--- src/rtl/lector_contadores_if.sv ---
// Read port between the snapshot reader (master) and the counter block (slave).
interface lector_contadores_if #(
  parameter int DATA_W = 6,
  parameter int IDX_W  = 3
);
  logic              req;
  logic [IDX_W-1:0]  idx;
  logic [DATA_W-1:0] data_in;
  logic              valid_in;

  modport master (output req, output idx, input data_in, input valid_in);
  modport slave  (input req, input idx, output data_in, output valid_in);
endinterface

--- src/rtl/lector_contadores.sv ---
// Sweeps counters 0..NUM_CNT-1 over the req/idx port into a snapshot register bank.
// Pulses done at the end of each sweep; err is set if a read times out.
module lector_contadores #(
  parameter int NUM_CNT = 5,
  parameter int DATA_W  = 6,
  parameter int IDX_W   = 3,
  parameter int TIMEOUT = 4
) (
  input  logic                clk,
  input  logic                reset_L,
  input  logic                start,
  lector_contadores_if.master bus,
  output logic [DATA_W-1:0]   cnt0,
  output logic [DATA_W-1:0]   cnt1,
  output logic [DATA_W-1:0]   cnt2,
  output logic [DATA_W-1:0]   cnt3,
  output logic [DATA_W-1:0]   cnt4,
  output logic                busy,
  output logic                done,
  output logic                err
);
  localparam int WC_W = $clog2(TIMEOUT + 1);
  localparam logic [IDX_W-1:0] LAST_IDX = IDX_W'(NUM_CNT - 1);
  localparam logic [WC_W-1:0]  WC_MAX   = WC_W'(TIMEOUT);

  typedef enum logic [1:0] {IDLE, REQ, WAIT, DONE} state_t;

  state_t                         state_q, state_d;
  logic [IDX_W-1:0]               idx_q, idx_d;
  logic [WC_W-1:0]                wcnt_q, wcnt_d;
  logic                           req_q, req_d;
  logic                           busy_q, busy_d;
  logic                           done_q, done_d;
  logic                           err_q, err_d;
  logic [NUM_CNT-1:0][DATA_W-1:0] cnt_q, cnt_d;

  always_comb begin
    state_d = state_q;
    idx_d   = idx_q;
    wcnt_d  = wcnt_q;
    err_d   = err_q;
    cnt_d   = cnt_q;
    case (state_q)
      IDLE: if (start) begin
        state_d = REQ;
        idx_d   = '0;
        err_d   = 1'b0;
      end
      REQ: begin
        state_d = WAIT;
        wcnt_d  = '0;
      end
      WAIT: if (bus.valid_in) begin
        // A response arriving on the would-be timeout cycle still counts.
        cnt_d[idx_q] = bus.data_in;
        if (idx_q == LAST_IDX) state_d = DONE;
        else begin
          idx_d   = idx_q + 1'b1;
          state_d = REQ;
        end
      end else begin
        if (wcnt_q != WC_MAX) wcnt_d = wcnt_q + 1'b1;
        if (wcnt_q == WC_MAX - 1'b1) begin
          err_d   = 1'b1;
          state_d = DONE;
        end
      end
      DONE:    state_d = IDLE;
      default: state_d = IDLE;
    endcase
    // Outputs are registered as a function of the next state.
    req_d  = (state_d == REQ);
    busy_d = (state_d == REQ) || (state_d == WAIT);
    done_d = (state_d == DONE);
  end

  always_ff @(posedge clk or negedge reset_L) begin
    if (!reset_L) begin
      state_q <= IDLE;
      idx_q   <= '0;
      wcnt_q  <= '0;
      req_q   <= 1'b0;
      busy_q  <= 1'b0;
      done_q  <= 1'b0;
      err_q   <= 1'b0;
      cnt_q   <= '0;
    end else begin
      state_q <= state_d;
      idx_q   <= idx_d;
      wcnt_q  <= wcnt_d;
      req_q   <= req_d;
      busy_q  <= busy_d;
      done_q  <= done_d;
      err_q   <= err_d;
      cnt_q   <= cnt_d;
    end
  end

  assign bus.req = req_q;
  assign bus.idx = idx_q;
  assign busy    = busy_q;
  assign done    = done_q;
  assign err     = err_q;
  assign cnt0    = cnt_q[0];
  assign cnt1    = cnt_q[1];
  assign cnt2    = cnt_q[2];
  assign cnt3    = cnt_q[3];
  assign cnt4    = cnt_q[4];
endmodule

--- src/flat_wrapper.sv ---
// flat-port wrapper written by rule: the top's interface ports become plain ports
module lector_contadores_flat 
#(
  parameter int NUM_CNT = 5,
  parameter int DATA_W  = 6,
  parameter int IDX_W   = 3,
  parameter int TIMEOUT = 4
)
  (clk, reset_L, start, cnt0, cnt1, cnt2, cnt3, cnt4, busy, done, err, bus_req, bus_idx, bus_data_in, bus_valid_in);
  lector_contadores_if #(.DATA_W(DATA_W), .IDX_W(IDX_W)) bus_i ();
  input  logic clk;
  input  logic reset_L;
  input  logic start;
  output logic [DATA_W-1:0] cnt0;
  output logic [DATA_W-1:0] cnt1;
  output logic [DATA_W-1:0] cnt2;
  output logic [DATA_W-1:0] cnt3;
  output logic [DATA_W-1:0] cnt4;
  output logic busy;
  output logic done;
  output logic err;
  output wire logic [$bits(bus_i.req)-1:0] bus_req;
  output wire logic [$bits(bus_i.idx)-1:0] bus_idx;
  input wire logic [$bits(bus_i.data_in)-1:0] bus_data_in;
  input wire logic [$bits(bus_i.valid_in)-1:0] bus_valid_in;
  assign bus_req = bus_i.req;
  assign bus_idx = bus_i.idx;
  assign bus_i.data_in = bus_data_in;
  assign bus_i.valid_in = bus_valid_in;
  lector_contadores #(.NUM_CNT(NUM_CNT), .DATA_W(DATA_W), .IDX_W(IDX_W), .TIMEOUT(TIMEOUT)) u_core (.clk(clk), .reset_L(reset_L), .start(start), .bus(bus_i), .cnt0(cnt0), .cnt1(cnt1), .cnt2(cnt2), .cnt3(cnt3), .cnt4(cnt4), .busy(busy), .done(done), .err(err));
endmodule
--- config.mk ---
export PLATFORM = sky130hd
export DESIGN_NAME = lector_contadores_flat
export DESIGN_NICKNAME = d
export VERILOG_FILES = /design/src/rtl/lector_contadores_if.sv /design/src/rtl/lector_contadores.sv /design/src/flat_wrapper.sv
export SDC_FILE = /design/constraint.sdc
export NUM_CORES = 1
export LEC_CHECK = 0
export ABC_AREA = 1
export CAP_MARGIN = 20
export CELL_PAD_IN_SITES_DETAIL_PLACEMENT = 0
export CELL_PAD_IN_SITES_GLOBAL_PLACEMENT = 1
export CORE_MARGIN = 1.5
export CORE_UTILIZATION = 38
export DETAILED_ROUTE_END_ITERATION = 8
export PLACE_DENSITY_LB_ADDON = 0.1
export SLEW_MARGIN = 20
export SYNTH_ARGS = -nofsm -noshare
export SYNTH_HDL_FRONTEND = slang
export SYNTH_SLANG_ARGS = --single-unit
--- constraint.sdc ---
create_clock -name clk -period 3 [get_ports clk]
set_clock_uncertainty 0.15 [all_clocks]
set_input_delay 0.45 -clock clk [delete_from_list [all_inputs] [get_ports clk]]
set_output_delay 0.45 -clock clk [all_outputs]
set_load 0.02 [all_outputs]
==> results_dict.tcl <==
set metrics [dict create \
    multi_input_area_um2 708 \
    grt_usage_pct 17.6 \
    clk_pin_slew_ns 0.08 \
    synth-edff-count 0 \
    postSynthCellCount 216 \
    fin_crit_sh_pct 67.1 \
    syn_avg_cell_area_um2 8.62 \
    power_frac_clock_pct 21.4 \
    start_util_pct 39.4 \
    maxSlewHeadroom_pct 38.9 \
    power_mw 2.12 \
    intPower_mw 1.32 \
    synthesis.area_um2 1860 \
    gr-total-overflow 0 \
    gp_congestion 0.761 \
    fin_crit_ns 2.01 \
    port_buffers 46 \
    yosys_warnings 0 \
    ys_top_cells_by_area "dfrtp_1 56%, nand2_1 17%, o21ai_1 8.1%, ha_1 4.0%, nand3_1 3.8%" \
    syn_to_final_growth_pct 33.2 \
    synth_xor_area_share_pct 0 \
    die_w_um 73.0 \
    dieArea_um2 5330 \
    diodes 0 \
    peakVddDrop_mv 0.396 \
    grt_pass1_wl_mm 6.98 \
    hold_buffers 0 \
    setup_viol 0 \
    synthArstFlopShare_pct 100 \
    tightest_slew_ns 0.917 \
    endpoint_kind "output pin" \
    grt_max_degree 43 \
    critPathSlowestCell "clkdlybuf4s50_1" \
    max_freq_mhz 496 \
    antenna_found_initial 0 \
    fp.coreArea_um2 4720 \
    power_frac_seq_pct 38.8 \
    synth.most_common_cell "nand2_1" \
    route.detailed.drc 0 \
    die_y_um 73.0 \
    path_class "flip-flop to output pin" \
    clock_path_buffers 2 \
    synthAdderAreaFrac_pct 4.03 \
    arrival_ns 1.41 \
    syn-num-nets 232 \
    critical_path_required_ns 2.40 \
    cts_tree "built" \
    yosys.area_share.simple_pct 25.1 \
    fin_nets 282 \
    cts_root_buffer "clkbuf_8" \
    cts_resized 0 \
    route.detailed.wl_per_inst_um 12.5 \
    ys_seq_area_share_pct 56.5 \
    num_rows 25 \
    dr.pass1.iters 4 \
    crit_chain "clkdlybuf4s50_1" \
    crit_buf_inv 1 \
    dr.first_iter.drc_count 64 \
    synth_cell_types 13 \
    tns_ns 0 \
    dp_hpwl_mm 2.98 \
    grt_pass1_vias 1387 \
    swShare_pct 37.7 \
    crit_fanout 8 \
    p_sw_mw 0.801 \
    p_per_area_nw_per_um2 856 \
    worst_slack_ns 0.986 \
    wl_mm 4.19 \
    final-max-slew-violation-count 0 \
    pwr-share-comb_pct 39.9 \
    crit_family "buffers and inverters" \
    worst-r2r-setup-slack_ns 1.34 \
    synthMuxAreaShare_pct 0 \
    min_path_type "primary input to asynchronous set/reset pin" \
    ioPinCount 47 \
    insertion_delay_ns 0.29 \
    maxCapViolCount 0 \
    regArea_um2 1050 \
    dr_total_vias 1559 \
    drive_above_1_share_pct 6.37 \
    viasPerCell 4.67 \
    synth_top_cell_by_area "dfrtp_1" \
    synth_compound_area_share_pct 8.87 \
    synth_top_family_by_area "simple AND/OR/NAND/NOR gates" \
    clock-sinks 42 \
    num-fill-cells 471 \
    post_cts_buffers 0 \
    synth-main-ff-cell "dfrtp_1" \
    htree_levels 2 \
    ys_seq_elements 42 \
    max_stage_delay_ns 0.65 \
    start_kind "flip-flop" \
    cts_made_buffers 5 \
    rsz0062_at_grt "no" \
    final_antenna_net_count 0 \
    status "completed" \
    finalHoldViolations 0 \
    synthTopCellsByCount "86 x nand2_1, 42 x dfrtp_1, 30 x o21ai_1" \
    synth_top_area_share_pct 56.5 \
    fin_util_pct 52.5 \
    dp_slack_ns 1.04 \
    leakage_nw 1.27 \
]
[placed cells by master, fill, tap and decap left out, types with 5 or more instances in the layout]
cell             instances
nand2_1                 86
clkdlybuf4s50_1         45
dfrtp_1                 42
o21ai_1                 30
inv_1                   17
nand3_1                 14
nor2_1                   7
ha_1                     6
nor2_2                   5
clkbuf_8                 5
[layer usage]
metal  up-vias  GRT usage, %  wire length, um
li1        790             -                -
met1       723          26.4             2130
met2        39          24.7             1770
met3         7          4.70              224
met4         0          5.66               58
met5         -             0                0
[cell type report]
cell class	instances	share of cell area, %
Tap cell	67	3.38
Clock inverter	3	1.77
Multi-Input combinational cell	153	28.6
Clock buffer	5	2.77
Sequential cell	42	42.4
Timing Repair Buffer	46	18.4
Inverter	18	2.77
[per-stage QoR]
step           hold WS [ns]  cell area [um2]  instances
2_1_floorplan       0.00441             1860        216
5_1_grt               0.211             2480        334
3_3_place_gp          0.316             2370        326
3_5_place_dp          0.323             2370        326
4_1_cts               0.166             2480        334
6_report              0.138             2480        334
[sequential cells by signal, summed over array words and instances, names as in the netlist]
| name | cells |
|---|---|
| u_core.err | 1 |
| u_core.wcnt_q | 3 |
| u_core.cnt2 | 6 |
| u_core.cnt1 | 6 |
| u_core.cnt4 | 6 |
| u_core.cnt0 | 6 |
| u_core.bus.req | 1 |
| u_core.cnt3 | 6 |
| u_core.done | 1 |
| u_core.state_q | 2 |
| u_core.bus.idx | 3 |
| u_core.busy | 1 |
[power by group through the flow]
stage                     Combinational, mW  Sequential, mW  Clock, mW
final                                 0.846           0.823      0.454
after global routing                  0.942           0.847      0.490
after floorplan                       0.326           0.991          0
after global placement                0.850           0.836          0
after CTS                             0.854           0.827      0.467
after detailed placement              0.853           0.838          0
[cells by family after synthesis]
family,after synthesis
flops,42
compound gates,33
simple gates,114
fa+ha+maj,6
buf+inv,21
[path summary, 6_finish.rpt]
check	startpoint	end	cells past startpoint
max in group asynchronous	reset_L	u_core.wcnt_q[1]$_DFFE_PN0P_	1
min in group clk	u_core.cnt1[0]$_DFFE_PN0P_	u_core.cnt1[0]$_DFFE_PN0P_	2
hold / removal	reset_L	u_core.cnt0[5]$_DFFE_PN0P_	1
setup reg to reg	u_core.bus.idx[0]$_DFFE_PN0P_	u_core.busy$_DFF_PN0_	9
hold reg to reg	u_core.cnt1[0]$_DFFE_PN0P_	u_core.cnt1[0]$_DFFE_PN0P_	2
setup / recovery	u_core.bus.idx[2]$_DFFE_PN0P_	bus_idx[2]	1
Note: power is estimated with default switching activity, not from simulation.
